### src/rtl/vfx_stream_pkg.sv
// Shared types and frame geometry for the video stream blocks.
package vfx_stream_pkg;

  localparam int IMAGE_WIDTH  = 320;
  localparam int IMAGE_HEIGHT = 240;
  localparam int FRAME_PIXELS = IMAGE_WIDTH * IMAGE_HEIGHT;
  localparam int PIXEL_BITS   = 12;
  localparam int ADDR_BITS    = 17;

  typedef logic [PIXEL_BITS-1:0] pixel_t;

  typedef struct packed {
    logic   sop;
    logic   eop;
    pixel_t data;
  } beat_t;

  typedef enum logic [1:0] {
    IDLE  = 2'd0,
    ISSUE = 2'd1,
    DRAIN = 2'd2
  } fsm_state_t;

endpackage

### src/rtl/stream_skid_fifo.sv
// Two-entry FIFO of stream beats; head is presented directly from storage.
module stream_skid_fifo
  import vfx_stream_pkg::*;
(
  input  logic       clk,
  input  logic       rst_n,
  input  logic       push,
  input  beat_t      push_beat,
  input  logic       pop,
  output logic [1:0] count,
  output beat_t      head
);

  beat_t      mem_q [0:1];
  beat_t      mem_d [0:1];
  logic       wr_ptr_q, wr_ptr_d;
  logic       rd_ptr_q, rd_ptr_d;
  logic [1:0] count_q, count_d;
  logic       push_ok_s, pop_ok_s;

  // Next-state for storage, pointers and occupancy.
  always_comb begin
    mem_d     = mem_q;
    wr_ptr_d  = wr_ptr_q;
    rd_ptr_d  = rd_ptr_q;
    count_d   = count_q;
    pop_ok_s  = pop && (count_q != 2'd0);
    push_ok_s = push && ((count_q != 2'd2) || pop_ok_s);

    if (push_ok_s) begin
      mem_d[wr_ptr_q] = push_beat;
      wr_ptr_d        = ~wr_ptr_q;
    end else begin
      wr_ptr_d = wr_ptr_q;
    end

    if (pop_ok_s) begin
      rd_ptr_d = ~rd_ptr_q;
    end else begin
      rd_ptr_d = rd_ptr_q;
    end

    case ({push_ok_s, pop_ok_s})
      2'b10:   count_d = count_q + 2'd1;
      2'b01:   count_d = count_q - 2'd1;
      default: count_d = count_q;
    endcase
  end

  // FIFO state registers.
  always_ff @(posedge clk or negedge rst_n) begin
    if (!rst_n) begin
      mem_q[0] <= '0;
      mem_q[1] <= '0;
      wr_ptr_q <= 1'b0;
      rd_ptr_q <= 1'b0;
      count_q  <= 2'd0;
    end else begin
      mem_q[0] <= mem_d[0];
      mem_q[1] <= mem_d[1];
      wr_ptr_q <= wr_ptr_d;
      rd_ptr_q <= rd_ptr_d;
      count_q  <= count_d;
    end
  end

  assign count = count_q;
  assign head  = mem_q[rd_ptr_q];

endmodule

### src/rtl/frame_stream_source.sv
// Streams one frame from a synchronous-read frame buffer as a ready/valid
// packet with sop/eop, one pixel per cycle when not back-pressured.
module frame_stream_source
  import vfx_stream_pkg::*;
#(
  parameter int IMAGE_WIDTH  = vfx_stream_pkg::IMAGE_WIDTH,
  parameter int IMAGE_HEIGHT = vfx_stream_pkg::IMAGE_HEIGHT,
  parameter int ADDR_BITS    = vfx_stream_pkg::ADDR_BITS
) (
  input  logic                  clk,
  input  logic                  rst_n,
  input  logic                  start,
  output logic                  busy,
  output logic                  frame_done,
  output logic                  rd_en,
  output logic [ADDR_BITS-1:0]  rd_addr,
  input  logic [PIXEL_BITS-1:0] rd_data,
  input  logic                  ready_in,
  output logic                  valid_out,
  output logic                  startofpacket_out,
  output logic                  endofpacket_out,
  output logic [PIXEL_BITS-1:0] data_out
);

  localparam int                   FRAME     = IMAGE_WIDTH * IMAGE_HEIGHT;
  localparam logic [ADDR_BITS-1:0] LAST_ADDR = ADDR_BITS'(FRAME - 1);

  fsm_state_t           state_q, state_d;
  logic [ADDR_BITS-1:0] addr_q, addr_d;
  logic                 inflight_q;
  logic                 issue_sop_q, issue_eop_q;
  logic                 frame_done_q, frame_done_d;
  logic                 rd_en_s, pop_s;
  logic [1:0]           fifo_count_s;
  beat_t                fifo_head_s;
  beat_t                push_beat_s;
  logic [2:0]           occupancy_s, limit_s;

  assign valid_out = (fifo_count_s != 2'd0);
  assign pop_s     = valid_out & ready_in;

  // Reads outstanding after this edge may not exceed the two FIFO slots.
  assign occupancy_s = {1'b0, fifo_count_s} + {2'b00, inflight_q};
  assign limit_s     = 3'd2 + {2'b00, pop_s};

  // Frame sequencing: next state, read issue and completion pulse.
  always_comb begin
    state_d      = state_q;
    addr_d       = addr_q;
    rd_en_s      = 1'b0;
    frame_done_d = 1'b0;
    case (state_q)
      IDLE: begin
        if (start) begin
          state_d = ISSUE;
          addr_d  = '0;
        end else begin
          state_d = IDLE;
        end
      end
      ISSUE: begin
        if (occupancy_s < limit_s) begin
          rd_en_s = 1'b1;
          addr_d  = addr_q + {{(ADDR_BITS-1){1'b0}}, 1'b1};
          if (addr_q == LAST_ADDR) begin
            state_d = DRAIN;
          end else begin
            state_d = ISSUE;
          end
        end else begin
          rd_en_s = 1'b0;
        end
      end
      DRAIN: begin
        if (pop_s && fifo_head_s.eop) begin
          state_d      = IDLE;
          frame_done_d = 1'b1;
        end else begin
          state_d = DRAIN;
        end
      end
      default: state_d = IDLE;
    endcase
  end

  // Control registers; sop/eop flags travel alongside the read in flight.
  always_ff @(posedge clk or negedge rst_n) begin
    if (!rst_n) begin
      state_q      <= IDLE;
      addr_q       <= '0;
      inflight_q   <= 1'b0;
      issue_sop_q  <= 1'b0;
      issue_eop_q  <= 1'b0;
      frame_done_q <= 1'b0;
    end else begin
      state_q      <= state_d;
      addr_q       <= addr_d;
      inflight_q   <= rd_en_s;
      issue_sop_q  <= rd_en_s && (addr_q == '0);
      issue_eop_q  <= rd_en_s && (addr_q == LAST_ADDR);
      frame_done_q <= frame_done_d;
    end
  end

  assign push_beat_s = '{sop: issue_sop_q, eop: issue_eop_q, data: rd_data};

  stream_skid_fifo u_fifo (
    .clk       (clk),
    .rst_n     (rst_n),
    .push      (inflight_q),
    .push_beat (push_beat_s),
    .pop       (pop_s),
    .count     (fifo_count_s),
    .head      (fifo_head_s)
  );

  assign busy              = (state_q != IDLE);
  assign frame_done        = frame_done_q;
  assign rd_en             = rd_en_s;
  assign rd_addr           = addr_q;
  assign startofpacket_out = valid_out & fifo_head_s.sop;
  assign endofpacket_out   = valid_out & fifo_head_s.eop;
  assign data_out          = fifo_head_s.data;

endmodule

### config.mk
export PLATFORM = sky130hd
export DESIGN_NAME = frame_stream_source
export DESIGN_NICKNAME = d
export VERILOG_FILES = /design/src/rtl/vfx_stream_pkg.sv /design/src/rtl/stream_skid_fifo.sv /design/src/rtl/frame_stream_source.sv
export SDC_FILE = /design/constraint.sdc
export NUM_CORES = 1
export LEC_CHECK = 0
export BUFFER_PORTS_ARGS = -buffer_cell sky130_fd_sc_hd__buf_2
export CAP_MARGIN = 20
export CORE_MARGIN = 2
export CORE_UTILIZATION = 59
export DETAILED_ROUTE_END_ITERATION = 8
export HOLD_SLACK_MARGIN = 0.05
export PLACE_DENSITY = 0.84
export SYNTH_ARGS = -nofsm -noshare
export SYNTH_HDL_FRONTEND = slang
export SYNTH_SLANG_ARGS = --single-unit
### constraint.sdc
create_clock -name clk -period 5.8 [get_ports clk]
set_clock_uncertainty 0.1 [all_clocks]
set_input_delay 0 -clock clk [delete_from_list [all_inputs] [get_ports clk]]
set_output_delay 0 -clock clk [all_outputs]
set_load 0.005 [all_outputs]
## Word-level counts from Yosys, hierarchy flattened

Index checks and enable logic that the tools add are counted.

- $add $sub $neg: 5
- Reductions and logical operators: 14
- Eq/ne operators: 8
- Bitwise gates (word level): 7
- Magnitude comparators: 4
- Muxes and demuxes: 19

Operators with widths:

| kind | number |
|---|---|
| 2-to-1 mux 14 bit | 4 |
| 2-to-1 mux 17 bit | 2 |
| one-hot mux 17 bit (2 select lines) | 1 |
| bitwise mux 28 bit | 1 |
| adder 17 x 1 -> 17 bit, second input constant | 1 |
| equality test 17 bit, second input constant | 1 |
| zero test 17 bit | 1 |
| demux 14 bit (select 1 bit) | 1 |
| nonzero test 2 bit | 4 |
| logical AND 1 bit | 6 |
| 2-to-1 mux 2 bit | 3 |
| inequality test 2 bit, second input constant | 3 |
| one-hot mux 2 bit (3 select lines) | 1 |
| 2-to-1 mux 1 bit | 5 |
| equality test 2 x 1 -> 1 bit, second input constant | 2 |
| equality test 2 bit, second input constant | 2 |
| >= comparator 2 bit, second input constant | 2 |
| inverter 1 -> 2 bit | 2 |
| one-hot mux 2 bit (2 select lines) | 1 |
| adder 2 x 1 -> 3 bit | 1 |
| adder 2 x 1 -> 3 bit, first input constant | 1 |
| AND 1 bit | 3 |
| < comparator 3 bit | 1 |
| AND reduction 3 bit | 1 |
| other kinds (6) | 7 |

- Output and inout port bits: 35
- Register bits after elaboration: 55
- Word-level logic and storage cells: 72

## Logic depth before layout (Yosys ltp)

- Depth after elaboration: 7
- Depth in mapped cells: 9
- Gate-level depth less buffers: 7

## Cells and area by module

From an unflattened synthesis, not the netlist that was laid out.

- Cell total of the unflattened synthesis: 242
- Area, all modules: 2767.7 um2

Modules (own cells, without submodules):

| module | sequential area each (um2) | area an instance (um2) | instances | cells an instance |
|---|---|---|---|---|
| stream_skid_fifo | 800.8 | 1467.7 | 1 | 91 |
| frame_stream_source | 575.6 | 1300.0 | 1 | 151 |

## Worst setup path before layout

Ideal clock, no wire load.

- Kind: flip-flop to flip-flop
- Start: reg u_fifo.count_q[0], in the netlist u_fifo.count[0]
- End: reg addr_q[9], in the netlist rd_addr[9]
- Slack: 3731 ps
- Library setup time: 79 ps
- Data required time: 5621 ps
- Path buffers: 2
- Data arrival time: 1890 ps
- Cell stages (with the launch flop): 10
- Period minus slack after synthesis: 2069 ps
- Cell sequence: dfrtp_1 ha_1 ha_1 o21a_1 or3_1 buf_6 inv_2 buf_4 nand2_1 mux2i_1

- Cells in the longest elaborated chain, start to end: 6
- Elaborated cells between the ends (all ways): 7
- Classes of those cells: add/sub: 2; order compare: 1; eq/ne: 1; bitwise: 1; reduce/logical: 2

RTL lines:

| what | RTL line | text |
|---|---|---|
| from (decl) | stream_skid_fifo.sv:18 | `logic [1:0] count_q, count_d;` |
| from (signal assigned) | stream_skid_fifo.sv:63 | `count_q <= count_d;` |
| nonzero test 2 bit | frame_stream_source.sv:39 | `assign valid_out = (fifo_count_s != 2'd0);` |
| AND 1 bit | frame_stream_source.sv:40 | `assign pop_s = valid_out & ready_in;` |
| adder 2 x 1 -> 3 bit | frame_stream_source.sv:44 | `assign limit_s = 3'd2 + {2'b00, pop_s};` |
| < comparator 3 bit (*) | frame_stream_source.sv:62 | `if (occupancy_s < limit_s) begin` |
| inequality test 2 bit (no line) (*) | - |  |
| AND reduction 3 bit (no line) (*) | - |  |
| to (signal assigned) | frame_stream_source.sv:97 | `addr_q <= addr_d;` |
| to (decl) | frame_stream_source.sv:29 | `logic [ADDR_BITS-1:0] addr_q, addr_d;` |

Mark *: on every way between the ends. The rest lies on a longest branch, timed or not.
A chain may end at the register's enable or synchronous reset.

## Final worst setup path

- Start: reg u_fifo.count_q[0], in the netlist u_fifo.count[0]
- End: out rd_en

- Cells in the longest elaborated chain, start to end: 6
- Elaborated cells between the ends (all ways): 7
- Classes of those cells: add/sub: 2; order compare: 1; mux: 2; bitwise: 1; reduce/logical: 1

RTL lines:

| what | RTL line | text |
|---|---|---|
| nonzero test 2 bit | frame_stream_source.sv:39 |  |
| AND 1 bit | frame_stream_source.sv:40 |  |
| adder 2 x 1 -> 3 bit | frame_stream_source.sv:44 |  |
| < comparator 3 bit (*) | frame_stream_source.sv:62 |  |
| 2-to-1 mux 1 bit (*) | frame_stream_source.sv:62 |  |
| 2-to-1 mux 1 bit (*) | frame_stream_source.sv:52 | `case (state_q)` |
| to (decl) | frame_stream_source.sv:15 | `output logic rd_en,` |

Marks and branches as above.

==> metrics.cfg <==
[run_status]
status = completed

[synthesis]
yosys_most_used_dff = dfrtp_1
synth_seq_area_share_pct = 51.72
synth_cells = 243
yosys-top-cells-area = dfrtp_1 52%, mux2_2 17%, o21ai_0 3.2%
synth.avg_cell_area_um2 = 10.95
synth_fp_nets = 264
yosysMostFrequentCell = dfrtp_1
yosysWarnings = 0
netlist_area_um2 = 2661
synth_edf_count = 0
yosys.area.top_type = dfrtp_1
synth_top_area_share_pct = 51.72
yosys-top-cells-count = 55 x dfrtp_1, 40 x mux2_2, 20 x nor2_1
ys_ff_latch = 55
synthDistinctLibCells = 39
synthArstFlopShare_pct = 100.0

[timing]
layout_min_cycle_time_ps = 2441
hold_viol = 0
slew_violations = 0
clock.fmax_mhz = 409.6
tns_ps = 0
tightest_slew_ps = 670.7
setup_viol = 0
grt_setup_unrepaired = no
hold_slack_ps = 245.2
period_share_pct = 42.09
worst_slack_ps = 3359
relSlewSlack_pct = 55.28

[grt]
globalRouteTotalUtil_pct = 22.93
grt_pass1_vias = 2020
overflow = 0
grt_max_degree = 56
antenna_found_initial = 0
grt_pass1_wl_mm = 9.246

[cells_and_area]
fillerInstances = 316
syn2layout_area_growth_pct = 20.26
antenna_cells = 0
multi_input_area_um2 = 1177
regArea_um2 = 1376
drive_gt1_share_pct = 33.55
nNetsFinal = 327
final_cell_count_no_fill = 359

[critical_path]
cp-start-kind = flop
cp_data_required_time_ps = 5700
critPathKind = reg2out
r2r-start = u_fifo.count[0]
rr_worst_depth = 7
r2r_slack_ps = 3420
crit_fanout = 17
worstReg2RegEnd = rd_addr[13]
end_kind = output port
critPathArrivalTime_ps = 2340

[drt]
vias = 2051
routed_wirelength_mm = 5.482
dr.pass1.iters = 4
drt_iter0_drc = 103
vias_per_cell = 5.713
drc = 0
wire_per_inst_um = 15.27
ant_nets = 0

[place]
place.gp.congestion = 0.8777
numPortBuffers = 50
place_inst = 336
pre_cts_ws_ps = 3440
hpwl_mm = 3.623

[cts]
htree_levels = 2
cts_root_buf = clkbuf_8
postCtsSetupRepairBufs = 0
cts_tree = built
clockBufferDepth = 2
cts.sinks = 55
numCtsBuffers = 5
clkLatencyLatePin_ps = 300
cts.clk_slew.worst_paths_ps = 100

[floorplan]
die_y_um = 71.16
start_util_pct = 61.12
fp-row-count = 24
core_um2 = 4354
dieWidth_um = 71.16
io_pins = 51
die_area_um2 = 5064

[pwr]
cellPowerDensity_nw_per_um2 = 497.2
power_mw = 1.591
ir_drop_mv = 0.2424
leakage_nw = 1.471

[min_path]
hold_class = in2async

[job]
max_cap_viol_count = 0

## worst max path at each step
| stage | from | end | slack [ps] | depth (start not counted) |
|---|---|---|---|---|
| floorplan | u_fifo.count[0] | rd_addr[9] | 3730 | 9 |
| global placement | u_fifo.count[0] | rd_addr[13] | 3530 | 7 |
| detailed placement | u_fifo.count[0] | rd_addr[13] | 3440 | 7 |
| CTS | u_fifo.count[0] | rd_en | 3350 | 6 |
| global route | u_fifo.count[0] | rd_en | 3210 | 6 |
| finish | u_fifo.count[0] | rd_en | 3360 | 6 |
## report_power, final
part	internal [mW]	switching, mW
Combinational	0.352	0.331
Clock	0.142	0.126
Sequential	0.519	0.121
## routing by layer
| layer | share of wire, % | GRT usage, % | up-vias |
|---|---|---|---|
| met2 | 51 | 41.26 | 63 |
| met1 | 44 | 28.99 | 987 |
| met4 | 0.86 | 6.289 | 0 |
| li1 | - | - | 996 |
| met5 | 0 | 0 | - |
| met3 | 4.9 | 2.991 | 5 |
## critical path: stages, from the launching register on
cell,delay [ps]
dfrtp_1,470
ha_1,220
ha_1,280
o21a_1,110
or3_1,500
inv_2,280
buf_2,170
## kinds of logic (layout without fill, tap and decap cells)
group                      after synthesis  after routing  synth area share, %
and+or+nand+nor                         72             72                13.12
DFF                                     55             55                51.72
muxes                                   43             43                18.05
AOI/OAI and AO/OA                       40             40                9.075
buffers and inverters                   23             87                4.042
adders and majority gates                5              5                2.351
xor gates and xnor gates                 5              5                1.645
## area by class of cell
cell class                 instances  area share [%]
clock buffer                       6           2.580
timing repair buffer              67           12.98
tap                               52           2.033
sequential                        55           43.00
multi-input combinational        165           36.79
clock inverter                     2           1.212
inverter                          12           1.407
## cells in the final DEF, fill, tap and decap left out, types with 2 or more instances in the layout
| cell | netlist | routed |
|---|---|---|
| clkbuf_8 | 0 | 6 |
| nand3_1 | 13 | 13 |
| dlygate4sd3_1 | 0 | 15 |
| dfrtp_1 | 55 | 55 |
| o21ai_0 | 17 | 17 |
| nand4_1 | 6 | 6 |
| xnor2_1 | 5 | 5 |
| nor2_1 | 20 | 20 |
| o31ai_1 | 4 | 4 |
| inv_1 | 11 | 11 |
| mux2_2 | 40 | 40 |
| buf_4 | 3 | 2 |
| a21oi_1 | 4 | 4 |
| o21ai_2 | 2 | 2 |
| nand2_1 | 16 | 16 |
| nand2b_1 | 2 | 2 |
| o21ai_1 | 3 | 3 |
| mux2i_1 | 3 | 3 |
| buf_2 | 1 | 50 |
| or3_1 | 4 | 4 |
| a31oi_1 | 3 | 3 |
| nor4_1 | 5 | 5 |
| ha_1 | 5 | 5 |
## state kept, by name, summed over array words and instances, names as in the netlist
| name | cells |
|---|---|
| u_fifo.mem_q | 28 |
| state_q | 2 |
| frame_done | 1 |
| u_fifo.wr_ptr_q | 1 |
| inflight_q | 1 |
| issue_eop_q | 1 |
| u_fifo.rd_ptr_q | 1 |
| rd_addr | 17 |
| u_fifo.count | 2 |
| issue_sop_q | 1 |
## through the flow
stage | instance area, um^2 | util, %
CTS | 3201 | 73.51
floorplan | 2661 | -
global route | 3201 | 73.51
global placement | 2929 | 67.27
finish | 3201 | 73.51
detailed placement | 2929 | 67.27
## what timing repair did
item	in CTS	in global routing
hold buffers	15	0
resized for setup	0	0
hold endpoints to repair	82	0
(Power assumes the default switching activity.)
